===== config.mk =====
export PLATFORM = sky130hd
export DESIGN_NAME = stroke_phase_detector_flat
export DESIGN_NICKNAME = d
export VERILOG_FILES = /design/src/rtl/stroke_phase_detector_pkg.sv /design/src/rtl/stroke_phase_detector_if.sv /design/src/rtl/stroke_phase_detector_sensor_debounce.sv /design/src/rtl/stroke_phase_detector.sv /design/src/flat_wrapper.sv
export SDC_FILE = /design/constraint.sdc
export NUM_CORES = 1
export LEC_CHECK = 0
export ABC_CLOCK_PERIOD_IN_PS = 6500
export CORE_ASPECT_RATIO = 0.5
export CORE_UTILIZATION = 23
export CTS_CLUSTER_DIAMETER = 80
export DETAILED_ROUTE_END_ITERATION = 8
export PLACE_DENSITY_LB_ADDON = 0.25
export SYNTH_ARGS = -nofsm -noshare
export SYNTH_HDL_FRONTEND = slang
export SYNTH_HIERARCHICAL = 1
export SYNTH_SLANG_ARGS = --single-unit

===== constraint.sdc =====
create_clock -name clk -period 6.5 [get_ports clk]
set_clock_uncertainty 0.1 [all_clocks]
set_input_delay 1.3 -clock clk [delete_from_list [all_inputs] [get_ports clk]]
set_output_delay 1.3 -clock clk [all_outputs]
set_load 0.02 [all_outputs]

===== src/rtl/stroke_phase_detector_pkg.sv =====
// Shared definitions for the stroke phase detector.
// Holds the phase and direction encodings used by the top level, the
// output widths shared with the bus interface, and a width helper used to
// size small saturating counters.
package stroke_phase_detector_pkg;

  typedef enum logic [1:0] {
    PH_IDLE     = 2'd0,
    PH_DRIVE    = 2'd1,
    PH_RECOVERY = 2'd2
  } phase_e;

  typedef enum logic [1:0] {
    DIR_NONE  = 2'd0,
    DIR_ACCEL = 2'd1,
    DIR_DECEL = 2'd2
  } dir_e;

  localparam int PHASE_W  = 2;
  localparam int STROKE_W = 16;

  // Bits needed to hold values 0..(n-1); never narrower than one bit.
  function automatic int width_for(input int n);
    if (n <= 2) begin
      return 1;
    end else begin
      return $clog2(n);
    end
  endfunction

endpackage


===== src/rtl/stroke_phase_detector_if.sv =====
// Bus between the flywheel sensor side and the stroke counter side.
//   sensor_in      raw asynchronous reed/magnet sensor
//   start_drive    one-cycle pulse on entry to DRIVE
//   start_recovery one-cycle pulse on entry to RECOVERY
//   phase          current phase (IDLE/DRIVE/RECOVERY)
//   period         last captured edge-to-edge period in cycles
//   period_valid   one-cycle pulse when period updates
//   stroke_count   number of start_drive pulses, wrapping at 16 bits
// master: the environment (drives the sensor, consumes results).
// slave : the detector.
interface stroke_phase_detector_if
  import stroke_phase_detector_pkg::*;
#(
  parameter int CNT_W = 32
) ();

  logic                sensor_in;
  logic                start_drive;
  logic                start_recovery;
  logic [PHASE_W-1:0]  phase;
  logic [CNT_W-1:0]    period;
  logic                period_valid;
  logic [STROKE_W-1:0] stroke_count;

  modport master (
    output sensor_in,
    input  start_drive,
    input  start_recovery,
    input  phase,
    input  period,
    input  period_valid,
    input  stroke_count
  );

  modport slave (
    input  sensor_in,
    output start_drive,
    output start_recovery,
    output phase,
    output period,
    output period_valid,
    output stroke_count
  );

endinterface


===== src/rtl/stroke_phase_detector_sensor_debounce.sv =====
// Conditioning for a slow mechanical contact input.
// A 2-flop synchronizer feeds a debounce counter: the accepted level only
// flips after DEBOUNCE consecutive synchronized samples disagree with it.
// rise_o is a registered one-cycle strobe asserted in the cycle the
// accepted level goes 0->1.
//   clk, reset : clock and synchronous active-high reset
//   raw_in     : asynchronous raw contact
//   rise_o     : one-cycle strobe on an accepted rising transition
module stroke_phase_detector_sensor_debounce
  import stroke_phase_detector_pkg::*;
#(
  parameter int DEBOUNCE = 16
) (
  input  logic clk,
  input  logic reset,
  input  logic raw_in,
  output logic rise_o
);

  localparam int            CW     = width_for(DEBOUNCE);
  localparam logic [CW-1:0] LAST_C = CW'(DEBOUNCE - 1);
  localparam logic [CW-1:0] ZERO_C = CW'(0);
  localparam logic [CW-1:0] ONE_C  = CW'(1);

  logic          sync1_q, sync1_d;
  logic          sync2_q, sync2_d;
  logic          level_q, level_d;
  logic [CW-1:0] cnt_q,   cnt_d;
  logic          rise_q,  rise_d;

  // Synchronizer shift, debounce counting and rising-edge detection.
  always_comb begin
    sync1_d = raw_in;
    sync2_d = sync1_q;
    level_d = level_q;
    cnt_d   = ZERO_C;
    if (sync2_q != level_q) begin
      // cnt_q counts disagreeing samples already seen; this one is the next.
      if (cnt_q == LAST_C) begin
        level_d = sync2_q;
        cnt_d   = ZERO_C;
      end else begin
        level_d = level_q;
        cnt_d   = cnt_q + ONE_C;
      end
    end else begin
      level_d = level_q;
      cnt_d   = ZERO_C;
    end
    rise_d = level_d & ~level_q;
  end

  // State registers with synchronous reset.
  always_ff @(posedge clk) begin
    if (reset) begin
      sync1_q <= 1'b0;
      sync2_q <= 1'b0;
      level_q <= 1'b0;
      cnt_q   <= ZERO_C;
      rise_q  <= 1'b0;
    end else begin
      sync1_q <= sync1_d;
      sync2_q <= sync2_d;
      level_q <= level_d;
      cnt_q   <= cnt_d;
      rise_q  <= rise_d;
    end
  end

  assign rise_o = rise_q;

endmodule


===== src/rtl/stroke_phase_detector.sv =====
// Flywheel stroke phase detector.
// Measures the cycle count between debounced sensor rising edges, classifies
// each period against the previous one as accelerating (drive) or
// decelerating (recovery) with a hysteresis band, and after CONFIRM
// consecutive same-direction classifications changes phase, emitting one
// registered pulse per phase change. A long gap without edges returns to
// IDLE and re-arms the measurement.
//   clk, reset : clock and synchronous active-high reset
//   bus        : slave side of stroke_phase_detector_if (sensor in, results out)
module stroke_phase_detector
  import stroke_phase_detector_pkg::*;
#(
  parameter int CNT_W    = 32,
  parameter int DEBOUNCE = 16,
  parameter int HYST     = 8,
  parameter int CONFIRM  = 2,
  parameter int TIMEOUT  = 50000000
) (
  input  logic                    clk,
  input  logic                    reset,
  stroke_phase_detector_if.slave  bus
);

  localparam int               SW        = width_for(CONFIRM + 1);
  localparam logic [CNT_W-1:0] TIMEOUT_C = CNT_W'(TIMEOUT);
  localparam logic [CNT_W-1:0] ONE_C     = CNT_W'(1);
  localparam logic [CNT_W-1:0] ZERO_C    = CNT_W'(0);
  localparam logic [CNT_W:0]   HYST_C    = (CNT_W + 1)'(HYST);
  localparam logic [SW-1:0]    CONFIRM_C = SW'(CONFIRM);
  localparam logic [SW-1:0]    S_ONE_C   = SW'(1);
  localparam logic [SW-1:0]    S_ZERO_C  = SW'(0);

  logic                sensor_edge_s;
  logic [CNT_W-1:0]    period_cnt_q,     period_cnt_d;
  logic [CNT_W-1:0]    prev_q,           prev_d;
  logic                have_prev_q,      have_prev_d;
  dir_e                last_dir_q,       last_dir_d;
  logic [SW-1:0]       streak_q,         streak_d;
  logic [CNT_W-1:0]    period_q,         period_d;
  logic                period_valid_q,   period_valid_d;
  phase_e              phase_q,          phase_d;
  logic                start_drive_q,    start_drive_d;
  logic                start_recovery_q, start_recovery_d;
  logic [STROKE_W-1:0] stroke_count_q,   stroke_count_d;
  dir_e                dir_s;
  logic                confirm_s;
  logic                timeout_s;

  // Classify a new period against the previous one. Extended by one bit so
  // adding the dead band can never wrap.
  function automatic dir_e classify(input logic [CNT_W-1:0] cur,
                                    input logic [CNT_W-1:0] prv);
    logic [CNT_W:0] cur_x;
    logic [CNT_W:0] prv_x;
    cur_x = {1'b0, cur};
    prv_x = {1'b0, prv};
    if ((cur_x + HYST_C) < prv_x) begin
      return DIR_ACCEL;
    end else if (cur_x > (prv_x + HYST_C)) begin
      return DIR_DECEL;
    end else begin
      return DIR_NONE;
    end
  endfunction

  stroke_phase_detector_sensor_debounce #(
    .DEBOUNCE (DEBOUNCE)
  ) u_sensor_debounce (
    .clk    (clk),
    .reset  (reset),
    .raw_in (bus.sensor_in),
    .rise_o (sensor_edge_s)
  );

  // Period measurement, classification and streak tracking.
  always_comb begin
    period_cnt_d   = (period_cnt_q >= TIMEOUT_C) ? period_cnt_q : (period_cnt_q + ONE_C);
    prev_d         = prev_q;
    have_prev_d    = have_prev_q;
    last_dir_d     = last_dir_q;
    streak_d       = streak_q;
    period_d       = period_q;
    period_valid_d = 1'b0;
    dir_s          = DIR_NONE;
    confirm_s      = 1'b0;
    // An edge in the same cycle wins over the timeout.
    timeout_s      = (!sensor_edge_s) && (period_cnt_q == TIMEOUT_C);

    if (sensor_edge_s) begin
      period_cnt_d = ONE_C;
      if (have_prev_q) begin
        // period_cnt_q is the captured period for this edge.
        period_d       = period_cnt_q;
        period_valid_d = 1'b1;
        prev_d         = period_cnt_q;
        dir_s          = classify(period_cnt_q, prev_q);
        if (dir_s == DIR_NONE) begin
          streak_d   = S_ZERO_C;
          last_dir_d = DIR_NONE;
        end else if (dir_s == last_dir_q) begin
          streak_d   = (streak_q == CONFIRM_C) ? streak_q : (streak_q + S_ONE_C);
          last_dir_d = dir_s;
        end else begin
          streak_d   = S_ONE_C;
          last_dir_d = dir_s;
        end
        confirm_s = (dir_s != DIR_NONE) && (streak_d == CONFIRM_C);
      end else begin
        // First edge after reset or timeout only arms the measurement.
        have_prev_d = 1'b1;
      end
    end else if (timeout_s) begin
      have_prev_d = 1'b0;
      prev_d      = ZERO_C;
      streak_d    = S_ZERO_C;
      last_dir_d  = DIR_NONE;
    end else begin
      have_prev_d = have_prev_q;
    end
  end

  // Phase FSM next-state logic.
  always_comb begin
    phase_d = phase_q;
    if (timeout_s) begin
      phase_d = PH_IDLE;
    end else if (confirm_s) begin
      case (phase_q)
        PH_IDLE: begin
          if (dir_s == DIR_ACCEL) begin
            phase_d = PH_DRIVE;
          end else begin
            phase_d = PH_IDLE;
          end
        end
        PH_DRIVE: begin
          if (dir_s == DIR_DECEL) begin
            phase_d = PH_RECOVERY;
          end else begin
            phase_d = PH_DRIVE;
          end
        end
        PH_RECOVERY: begin
          if (dir_s == DIR_ACCEL) begin
            phase_d = PH_DRIVE;
          end else begin
            phase_d = PH_RECOVERY;
          end
        end
        default: begin
          phase_d = PH_IDLE;
        end
      endcase
    end else begin
      phase_d = phase_q;
    end
  end

  // Phase FSM outputs: a pulse only on an actual entry into a phase.
  always_comb begin
    start_drive_d    = 1'b0;
    start_recovery_d = 1'b0;
    if ((phase_q != PH_DRIVE) && (phase_d == PH_DRIVE)) begin
      start_drive_d = 1'b1;
    end else if ((phase_q == PH_DRIVE) && (phase_d == PH_RECOVERY)) begin
      start_recovery_d = 1'b1;
    end else begin
      start_drive_d    = 1'b0;
      start_recovery_d = 1'b0;
    end
    stroke_count_d = stroke_count_q + {15'd0, start_drive_d};
  end

  // State and output registers with synchronous reset.
  always_ff @(posedge clk) begin
    if (reset) begin
      period_cnt_q     <= ZERO_C;
      prev_q           <= ZERO_C;
      have_prev_q      <= 1'b0;
      last_dir_q       <= DIR_NONE;
      streak_q         <= S_ZERO_C;
      period_q         <= ZERO_C;
      period_valid_q   <= 1'b0;
      phase_q          <= PH_IDLE;
      start_drive_q    <= 1'b0;
      start_recovery_q <= 1'b0;
      stroke_count_q   <= 16'd0;
    end else begin
      period_cnt_q     <= period_cnt_d;
      prev_q           <= prev_d;
      have_prev_q      <= have_prev_d;
      last_dir_q       <= last_dir_d;
      streak_q         <= streak_d;
      period_q         <= period_d;
      period_valid_q   <= period_valid_d;
      phase_q          <= phase_d;
      start_drive_q    <= start_drive_d;
      start_recovery_q <= start_recovery_d;
      stroke_count_q   <= stroke_count_d;
    end
  end

  assign bus.start_drive    = start_drive_q;
  assign bus.start_recovery = start_recovery_q;
  assign bus.phase          = phase_q;
  assign bus.period         = period_q;
  assign bus.period_valid   = period_valid_q;
  assign bus.stroke_count   = stroke_count_q;

endmodule


===== src/flat_wrapper.sv =====
// flat-port wrapper written by rule: the top's interface ports become plain ports
module stroke_phase_detector_flat import stroke_phase_detector_pkg::*;
#(
  parameter int CNT_W    = 32,
  parameter int DEBOUNCE = 16,
  parameter int HYST     = 8,
  parameter int CONFIRM  = 2,
  parameter int TIMEOUT  = 50000000
)
  (clk, reset, bus_sensor_in, bus_start_drive, bus_start_recovery, bus_phase, bus_period, bus_period_valid, bus_stroke_count);
  stroke_phase_detector_if #(.CNT_W(CNT_W)) bus_i ();
  input  logic clk;
  input  logic reset;
  input wire logic [$bits(bus_i.sensor_in)-1:0] bus_sensor_in;
  output wire logic [$bits(bus_i.start_drive)-1:0] bus_start_drive;
  output wire logic [$bits(bus_i.start_recovery)-1:0] bus_start_recovery;
  output wire logic [$bits(bus_i.phase)-1:0] bus_phase;
  output wire logic [$bits(bus_i.period)-1:0] bus_period;
  output wire logic [$bits(bus_i.period_valid)-1:0] bus_period_valid;
  output wire logic [$bits(bus_i.stroke_count)-1:0] bus_stroke_count;
  assign bus_i.sensor_in = bus_sensor_in;
  assign bus_start_drive = bus_i.start_drive;
  assign bus_start_recovery = bus_i.start_recovery;
  assign bus_phase = bus_i.phase;
  assign bus_period = bus_i.period;
  assign bus_period_valid = bus_i.period_valid;
  assign bus_stroke_count = bus_i.stroke_count;
  stroke_phase_detector #(.CNT_W(CNT_W), .DEBOUNCE(DEBOUNCE), .HYST(HYST), .CONFIRM(CONFIRM), .TIMEOUT(TIMEOUT)) u_core (.clk(clk), .reset(reset), .bus(bus_i));
endmodule

==> results of run 1 <==
[cells by family after synthesis]
kind of cell	count (synthesis)	share of synthesized area
flip-flops	130	0.3567
AND/OR/NAND/NOR	376	0.2463
multiplexers	2	0.002744
XOR/XNOR	92	0.1104
AO/OA/AOI/OAI	146	0.1190
adder cells (fa/ha/maj)	69	0.1183
buffers and inverters	90	0.04648
[timing repair]
item,in CTS,in global routing
endpoints found under the setup margin,0,1
hold buffers,0,0
resized for setup,0,1
[metrics by stage]
stage / cell area, sq um / total power [W] / std cells / hold WS, ps / utilization
after floorplan: 7296 / 0.0008396 / 905 / 313.8 / -
after global placement: 8255 / 0.0008471 / 1345 / 328.0 / 0.2685
after detailed placement: 8255 / 0.0008477 / 1345 / 337.0 / 0.2685
after CTS: 8843 / 0.001815 / 1377 / 350.1 / 0.2877
after global routing: 8846 / 0.001857 / 1377 / 366.7 / 0.2877
final: 8846 / 0.001791 / 1377 / 349.0 / 0.2877
[worst paths after layout]
| check | slack [ps] | cells past startpoint | from | end |
|---|---|---|---|---|
| max | 510 | 25 | u_core/period_cnt_q[3] | u_core/bus.stroke_count[6] |
| min | 350 | 1 | u_core/u_sensor_debounce/cnt_q[0] | u_core/u_sensor_debounce/cnt_q[0] |
| max reg2reg | 510 | 25 | u_core/period_cnt_q[3] | u_core/bus.stroke_count[6] |
| min reg2reg | 350 | 1 | u_core/u_sensor_debounce/cnt_q[0] | u_core/u_sensor_debounce/cnt_q[0] |
[state kept, by name, summed over array words and instances, names as in the netlist]
| register | count |
|---|---|
| u_core/u_sensor_debounce/sync1_q | 1 |
| u_core/have_prev_q | 1 |
| u_core/u_sensor_debounce/sync2_q | 1 |
| u_core/bus.start_drive | 1 |
| u_core/u_sensor_debounce/level_q | 1 |
| u_core/bus.stroke_count | 16 |
| u_core/u_sensor_debounce/rise_o | 1 |
| u_core/bus.start_recovery | 1 |
| u_core/bus.period_valid | 1 |
| u_core/last_dir_q | 2 |
| u_core/streak_q | 2 |
| u_core/prev_q | 32 |
| u_core/u_sensor_debounce/cnt_q | 4 |
| u_core/period_cnt_q | 32 |
| u_core/bus.phase | 2 |
| u_core/bus.period | 32 |
[power by group through the flow]
stage          clock (W)  sequential, W  combinational, W
3_5_place_dp           0       0.000820         0.0000277
6_report        0.000962       0.000802         0.0000273
4_1_cts         0.000985       0.000802         0.0000278
2_1_floorplan          0       0.000819         0.0000208
5_1_grt          0.00102       0.000802         0.0000314
3_3_place_gp           0       0.000820         0.0000273
[Yosys cell counts, types with 14 or more instances]
master / n / share of area
nand2_1: 159 / 0.082
dfxtp_1: 130 / 0.36
a21oi_1: 97 / 0.067
nor2_1: 72 / 0.037
ha_1: 69 / 0.12
xnor2_1: 53 / 0.064
inv_1: 47 / 0.024
xor2_1: 39 / 0.047
clkbuf_1: 38 / 0.020
nand3_1: 36 / 0.025
nand4_1: 24 / 0.021
o21ai_0: 16 / 0.011
and4_1: 14 / 0.017
[critical path, stage by stage (launching register included)]
cell and delay, ps:
dfxtp_1 520, ha_1 270, nand3_1 200, nor4_1 370
buf_4 180, and3_1 230, nand4_1 210, nor2_1 260
and2_1 270, nand4_1 140, xnor2_1 160, ha_1 300
nand3_1 90, or4_1 520, a2111oi_0 300, o31ai_1 250
nand2_2 230, nor3_1 100, nand2b_1 110, nor2_1 50
ha_1 200, ha_1 270, and3_1 240, nand3_1 100
xor2_1 140, nor2_1 50
[layer usage]
| metal | up-vias | GRT usage |
|---|---|---|
| met5 | - | 0 |
| met4 | 0 | 0.03685 |
| met1 | 2938 | 0.1641 |
| met2 | 75 | 0.2085 |
| met3 | 15 | 0.02335 |
| li1 | 3158 | - |
[area by class of cell]
cell class              instances  area share
clock inverters                13     0.01528
repair buffers                 60     0.06620
well taps                     423     0.05983
multi-input cells             685      0.4934
flip-flops and latches        130      0.2942
inverters                      47     0.01994
clock buffers                  19     0.05120
==> results.tsv, run 1 <==
stage	metric	value	unit
global_route	GRT Residual Overflow	0	
detailed_routing	M1 wire length	9612	um
global_route	initial antenna violation count	0	
floorplanning	CORE AREA	30740	sq um
timing	Slew headroom	0.3530	
pwr	Sw Ratio	0.2241	
yosys	Syn Area/Cell	8.062	sq um
detailed_routing	length of the first detailed-routing pass in iterations	6	
detailed_routing	DR vias	6186	
cells_and_area	n_diodes	0	
floorplanning	die area	32480	sq um
timing	Final Cycle Share	0.9210	
placed_design	post-DP HPWL	14390	um
yosys	EDFF count, synth	0	
pwr	power share of the sequential group	0.448	
clock_tree	CTS tree	yes	
cells_and_area	Sequential cell area	2603	sq um
global_route	largest net degree at the start of global routing	52	
timing	final hold vios	0	
detailed_routing	Post-route DRC	0	
floorplanning	std cell rows	45	
placed_design	PortBufs	55	
pwr	VDD IR max	0.1509	mV
clock_tree	worst-skew pair later-pin latency	420	ps
floorplanning	initial core utilization	0.2373	
detailed_routing	metal2 WL	8918	um
worst_hold_path	worst hold path type	reg -> reg	
pwr	clock share of power	0.537	
cells_and_area	fin nets	1013	
outcome	outcome	complete, no violations	
cells_and_area	most frequent cells in the layout	nand2_1 (158), dfxtp_1 (130), a21oi_1 (97)	
clock_tree	Post-CTS Setup Bufs	0	
detailed_routing	DRT iter0 DRCs	324	
cells_and_area	layout cells sized above 1	0.05451	
cells_and_area	area occupied by multi-input gates	4364	sq um
clock_tree	root buffer cell	clkbuf_16	
setup_path	worst setup path class	reg -> reg	
floorplanning	width of the die	253.9	um
cells_and_area	# fillers	3317	
pwr	power per cell area	202.5	nW/um^2
cells_and_area	synth-to-layout area growth	21.25	%
global_route	vias in the first global route	6252	
yosys	Post-synth ARST share	0	
pwr	Net Switching	0.0004015	W
detailed_routing	DR vias/cell	4.492	
placed_design	RePlAce Congestion	0.8815	
setup_path	Req. time, crit path	6690	ps
timing	post-layout min period	5986	ps
clock_tree	clk sinks	130	
yosys	Mapped Nets	977	
setup_path	Critical Path Source Type	register	
timing	f_max	0.1670	GHz
yosys	Mapped Area	7296	sq um
timing	Final Max Slew Viols	0	
floorplanning	Die Y	127.9	um
yosys	Yosys cell types	54	
clock_tree	clk slew on worst S/H paths	60	ps
job	max-cap viol count	0	
detailed_routing	highest routed layer	met4	
detailed_routing	met3 WL	594	um
clock_tree	total CTS buffers	17	
setup_path	CP Capture Type	register	
yosys	Cells after Synth	905	
cells_and_area	most common cell after layout, fill and taps aside	nand2_1	
setup_path	CP Max Fanout	9	
yosys	#FFs+latches synth	130	
detailed_routing	ANT nets after route	0	
setup_path	CP arrival	6180	ps
pwr	Pleak	3.281	nW
floorplanning	I/O pin total	56	
detailed_routing	DR WL/cell	14.05	um
yosys	prevailing post-synth register cell	dfxtp_1	
clock_tree	CTS H-Tree Depth	4	
clock_tree	CTS max path bufs	2	
global_route	global-route usage over all layers	0.1251	
timing	Final Setup Violations	0	
global_route	global-route wire length before repair	32370	um
timing	worst slew pin tran	968.3	ps
pwr	logic gate share of total power	0.015	
timing	Fin Setup TNS	0	ps
yosys	Seq/Total Area, Yosys	0.3567	
timing	final setup margin	513.6	ps
pwr	Internal	0.001390	W
timing	RSZ-0062 raised after global routing	false	
placed_design	Place WS	435.5	ps
detailed_routing	Post-Route WL	19350	um
yosys	YS warnings	6	
Power figures use the tool's default switching activity.
==> run 2, diff against run 1 <==
--- a/config.mk
+++ b/config.mk
@@ -5,11 +5,12 @@
 export SDC_FILE = /design/constraint.sdc
 export NUM_CORES = 1
 export LEC_CHECK = 0
-export ABC_CLOCK_PERIOD_IN_PS = 6500
+export ABC_CLOCK_PERIOD_IN_PS = 7600
 export CORE_ASPECT_RATIO = 0.5
 export CORE_UTILIZATION = 23
 export CTS_CLUSTER_DIAMETER = 80
 export DETAILED_ROUTE_END_ITERATION = 8
+export DONT_BUFFER_PORTS = 1
 export PLACE_DENSITY_LB_ADDON = 0.25
 export SYNTH_ARGS = -nofsm -noshare
 export SYNTH_HDL_FRONTEND = slang
==> constraint.sdc (replaced) <==
create_clock -name clk -period 7.6 [get_ports clk]
set_clock_uncertainty 0.1 [all_clocks]
set_input_delay 1.52 -clock clk [delete_from_list [all_inputs] [get_ports clk]]
set_output_delay 1.52 -clock clk [all_outputs]
set_load 0.02 [all_outputs]
==> run 2 against run 1 <==
Total power shrank 18%; via count shrank 3.3%; critical path depth shrank 1; core utilization shrank 2.0 points; sequential power shrank 14%; largest cell class unchanged; global-route usage is essentially flat; critical path type unchanged; count of clock-buffer cells in the layout shrank 1.
==> results.tsv, run 2 (synthesis gave the netlist of run 1 again) <==
stage	metric	value	unit	change
outcome	outcome	complete, no violations		unchanged
cells_and_area	post-layout instance area	8238	sq um	was 8846 sq um
clock_tree	clk sinks	130		unchanged
setup_path	CP arrival	6470	ps	was 6180 ps
pwr	power per cell area	177.8	nW/um^2	was 202.5 nW/um^2
clock_tree	clk slew on worst S/H paths	60	ps	about the same
global_route	global-route usage over all layers	0.1247		was 0.1251
clock_tree	root buffer cell	clkbuf_16		unchanged
pwr	Net Switching	0.0003467	W	was 0.0004015 W
floorplanning	width of the die	253.9	um	unchanged
cells_and_area	n_diodes	0		unchanged
detailed_routing	DRT iter0 DRCs	360		was 324
detailed_routing	length of the first detailed-routing pass in iterations	4		was 6
placed_design	Cell Area, Placed	7692	sq um	was 8255 sq um
setup_path	Req. time, crit path	7830	ps	was 6690 ps
pwr	logic gate share of total power	0.010		was 0.015
setup_path	RR Startpoint	u_core/period_cnt_q[3]		unchanged
floorplanning	std cell rows	45		unchanged
global_route	M2 GR Usage	0.2001		was 0.2085
placed_design	RePlAce Congestion	0.8930		was 0.8815
placed_design	Place WS	1350	ps	was 435.5 ps
cells_and_area	most frequent cells in the layout	nand2_1 (159), dfxtp_1 (130), a21oi_1 (97)		was nand2_1 (158), dfxtp_1 (130), a21oi_1 (97)
timing	f_max	0.1603	GHz	was 0.1670 GHz
worst_hold_path	worst hold stages	1		unchanged
pwr	Sw Ratio	0.2368		was 0.2241
timing	RSZ-0062 raised after global routing	false		unchanged
clock_tree	Post-CTS Setup Bufs	0		unchanged
global_route	gr busiest metal	met2		unchanged
pwr	Final Total Pwr	0.001464	W	was 0.001791 W
timing	Min Hold Slack	342.3	ps	was 349.0 ps
setup_path	CP Max Fanout	9		unchanged
pwr	Internal	0.001118	W	was 0.001390 W
timing	Final Cycle Share	0.8209		was 0.9210
detailed_routing	Post-route DRC	0		unchanged
global_route	initial antenna violation count	0		unchanged
setup_path	worst setup path class	reg -> reg		unchanged
global_route	largest net degree at the start of global routing	96		was 52
setup_path	CP Capture Type	register		unchanged
pwr	VDD IR max	0.1569	mV	was 0.1509 mV
timing	Final Setup Violations	0		unchanged
global_route	vias in the first global route	5921		was 6252
timing	final setup margin	1361	ps	was 513.6 ps
floorplanning	Die Y	127.9	um	unchanged
placed_design	PortBufs	0		was 55
global_route	global-route wire length before repair	31700	um	was 32370 um
timing	Final Max Slew Viols	0		unchanged
clock_tree	CTS tree	yes		unchanged
pwr	power share of the sequential group	0.468		was 0.448
worst_hold_path	worst hold path type	reg -> reg		unchanged
timing	worst slew pin tran	1015	ps	was 968.3 ps
detailed_routing	DR vias	5983		was 6186
cells_and_area	layout cells sized above 1	0.05351		was 0.05451
timing	Fin Setup TNS	0	ps	unchanged
floorplanning	I/O pin total	56		unchanged
floorplanning	die area	32480	sq um	unchanged
setup_path	R2R Path End	u_core/bus.stroke_count[6]		unchanged
cells_and_area	fin nets	956		was 1013
detailed_routing	DR vias/cell	4.533		was 4.492
clock_tree	worst-skew pair later-pin latency	430	ps	was 420 ps
worst_hold_path	min-delay src	u_core/u_sensor_debounce/sync1_q		was u_core/u_sensor_debounce/cnt_q[0]
worst_hold_path	hold endpoint	u_core/u_sensor_debounce/sync2_q		was u_core/u_sensor_debounce/cnt_q[0]
global_route	GRT Residual Overflow	0		unchanged
detailed_routing	ANT nets after route	0		unchanged
placed_design	post-DP HPWL	13820	um	was 14390 um
global_route	M3 GR Usage	0.03431		was 0.02335
setup_path	r2r worst-path depth	24		was 25
pwr	Pleak	3.076	nW	was 3.281 nW
clock_tree	total CTS buffers	17		unchanged
clock_tree	hold buffers post-CTS	0		unchanged
setup_path	Critical Path Source Type	register		unchanged
cells_and_area	synth-to-layout area growth	12.91	%	was 21.25%
timing	post-layout min period	6239	ps	was 5986 ps
global_route	met1 Usage GRT	0.1600		was 0.1641
timing	final hold vios	0		unchanged
job	max-cap viol count	0		unchanged
clock_tree	CTS H-Tree Depth	4		unchanged
setup_path	Worst R2R Setup Slack	1360	ps	was 510 ps
clock_tree	CTS max path bufs	2		unchanged
clock_tree	Gates resized, CTS repair	0		unchanged
floorplanning	CORE AREA	30740	sq um	unchanged
detailed_routing	DR WL/cell	14.41	um	was 14.05 um
detailed_routing	Post-Route WL	19020	um	was 19350 um
pwr	clock share of power	0.522		was 0.537
timing	Slew headroom	0.3218		was 0.3530
floorplanning	initial core utilization	0.2373		unchanged
cells_and_area	most common cell after layout, fill and taps aside	nand2_1		unchanged
==> run 2: changes by cell type in the layout (fill, tap and decap cells not counted) <==
cell / previous run / this run
clkdlybuf4s50_1: 54 / 0
clkinv_4: 1 / 5
clkbuf_8: 2 / 1
clkinvlp_4: 5 / 1
nand2_2: 1 / 0
inv_6: 1 / 4
nand2_1: 158 / 159
bufinv_16: 2 / 0
buf_4: 6 / 3
==> run 2: routing by layer <==
metal	vias to the layer above	wire, um	share of wire
met5	-	0	0
met4	0	336	0.018
met3	23	714	0.038
met2	74	8594	0.45
met1	2847	9378	0.49
li1	3039	-	-
==> run 2: power groups by stage <==
stage | clock, W | combinational [W] | sequential, W
CTS | 0.000792 | 0.0000147 | 0.000686
global placement | 0 | 0.0000145 | 0.000701
finish | 0.000764 | 0.0000144 | 0.000686
floorplan | 0 | 0.0000178 | 0.000700
global route | 0.000818 | 0.0000168 | 0.000686
detailed placement | 0 | 0.0000146 | 0.000701
==> run 2: through the flow <==
step,util,cells
floorplan,-,905
global placement,0.2502,1288
detailed placement,0.2502,1288
CTS,0.2680,1320
global route,0.2680,1320
finish,0.2680,1320
==> run 2: cell type report <==
cell class	instances	area, sq um
multi-input combinational	685	4362
fill	3352	22500
tap	423	529.3
inverter	47	176.4
timing repair buffer	3	22.52
clock inverter	14	106.4
clock buffer	18	439.2
sequential	130	2603
==> run 2: critical path, cell delays in order, from the launching register on <==
cell and delay, ps:
dfxtp_1 500, ha_1 260, nand3_1 200, nor4_1 620
and3_1 330, nand4_1 220, nor2_1 280, and2_1 280
nand4_1 140, xnor2_1 160, ha_1 300, nand3_1 90
or4_1 520, a2111oi_0 300, o31ai_1 250, nand2_1 320
nor3_1 120, nand2b_1 120, nor2_1 50, ha_1 220
ha_1 260, and3_1 230, nand3_1 90, xor2_1 140
nor2_1 50
==> run 2: how the worst max path moves through the flow <==
stage                                      start                    endpoint  slack (ps)  cells after the start
after floorplan           u_core/period_cnt_q[4]  u_core/bus.stroke_count[6]        2330                     24
after global placement    u_core/period_cnt_q[3]  u_core/bus.stroke_count[6]        1620                     24
after detailed placement  u_core/period_cnt_q[3]  u_core/bus.stroke_count[6]        1350                     24
after CTS                 u_core/period_cnt_q[3]  u_core/bus.stroke_count[6]        1340                     24
after global routing      u_core/period_cnt_q[3]  u_core/bus.stroke_count[6]         880                     24
final                     u_core/period_cnt_q[3]  u_core/bus.stroke_count[6]        1360                     24
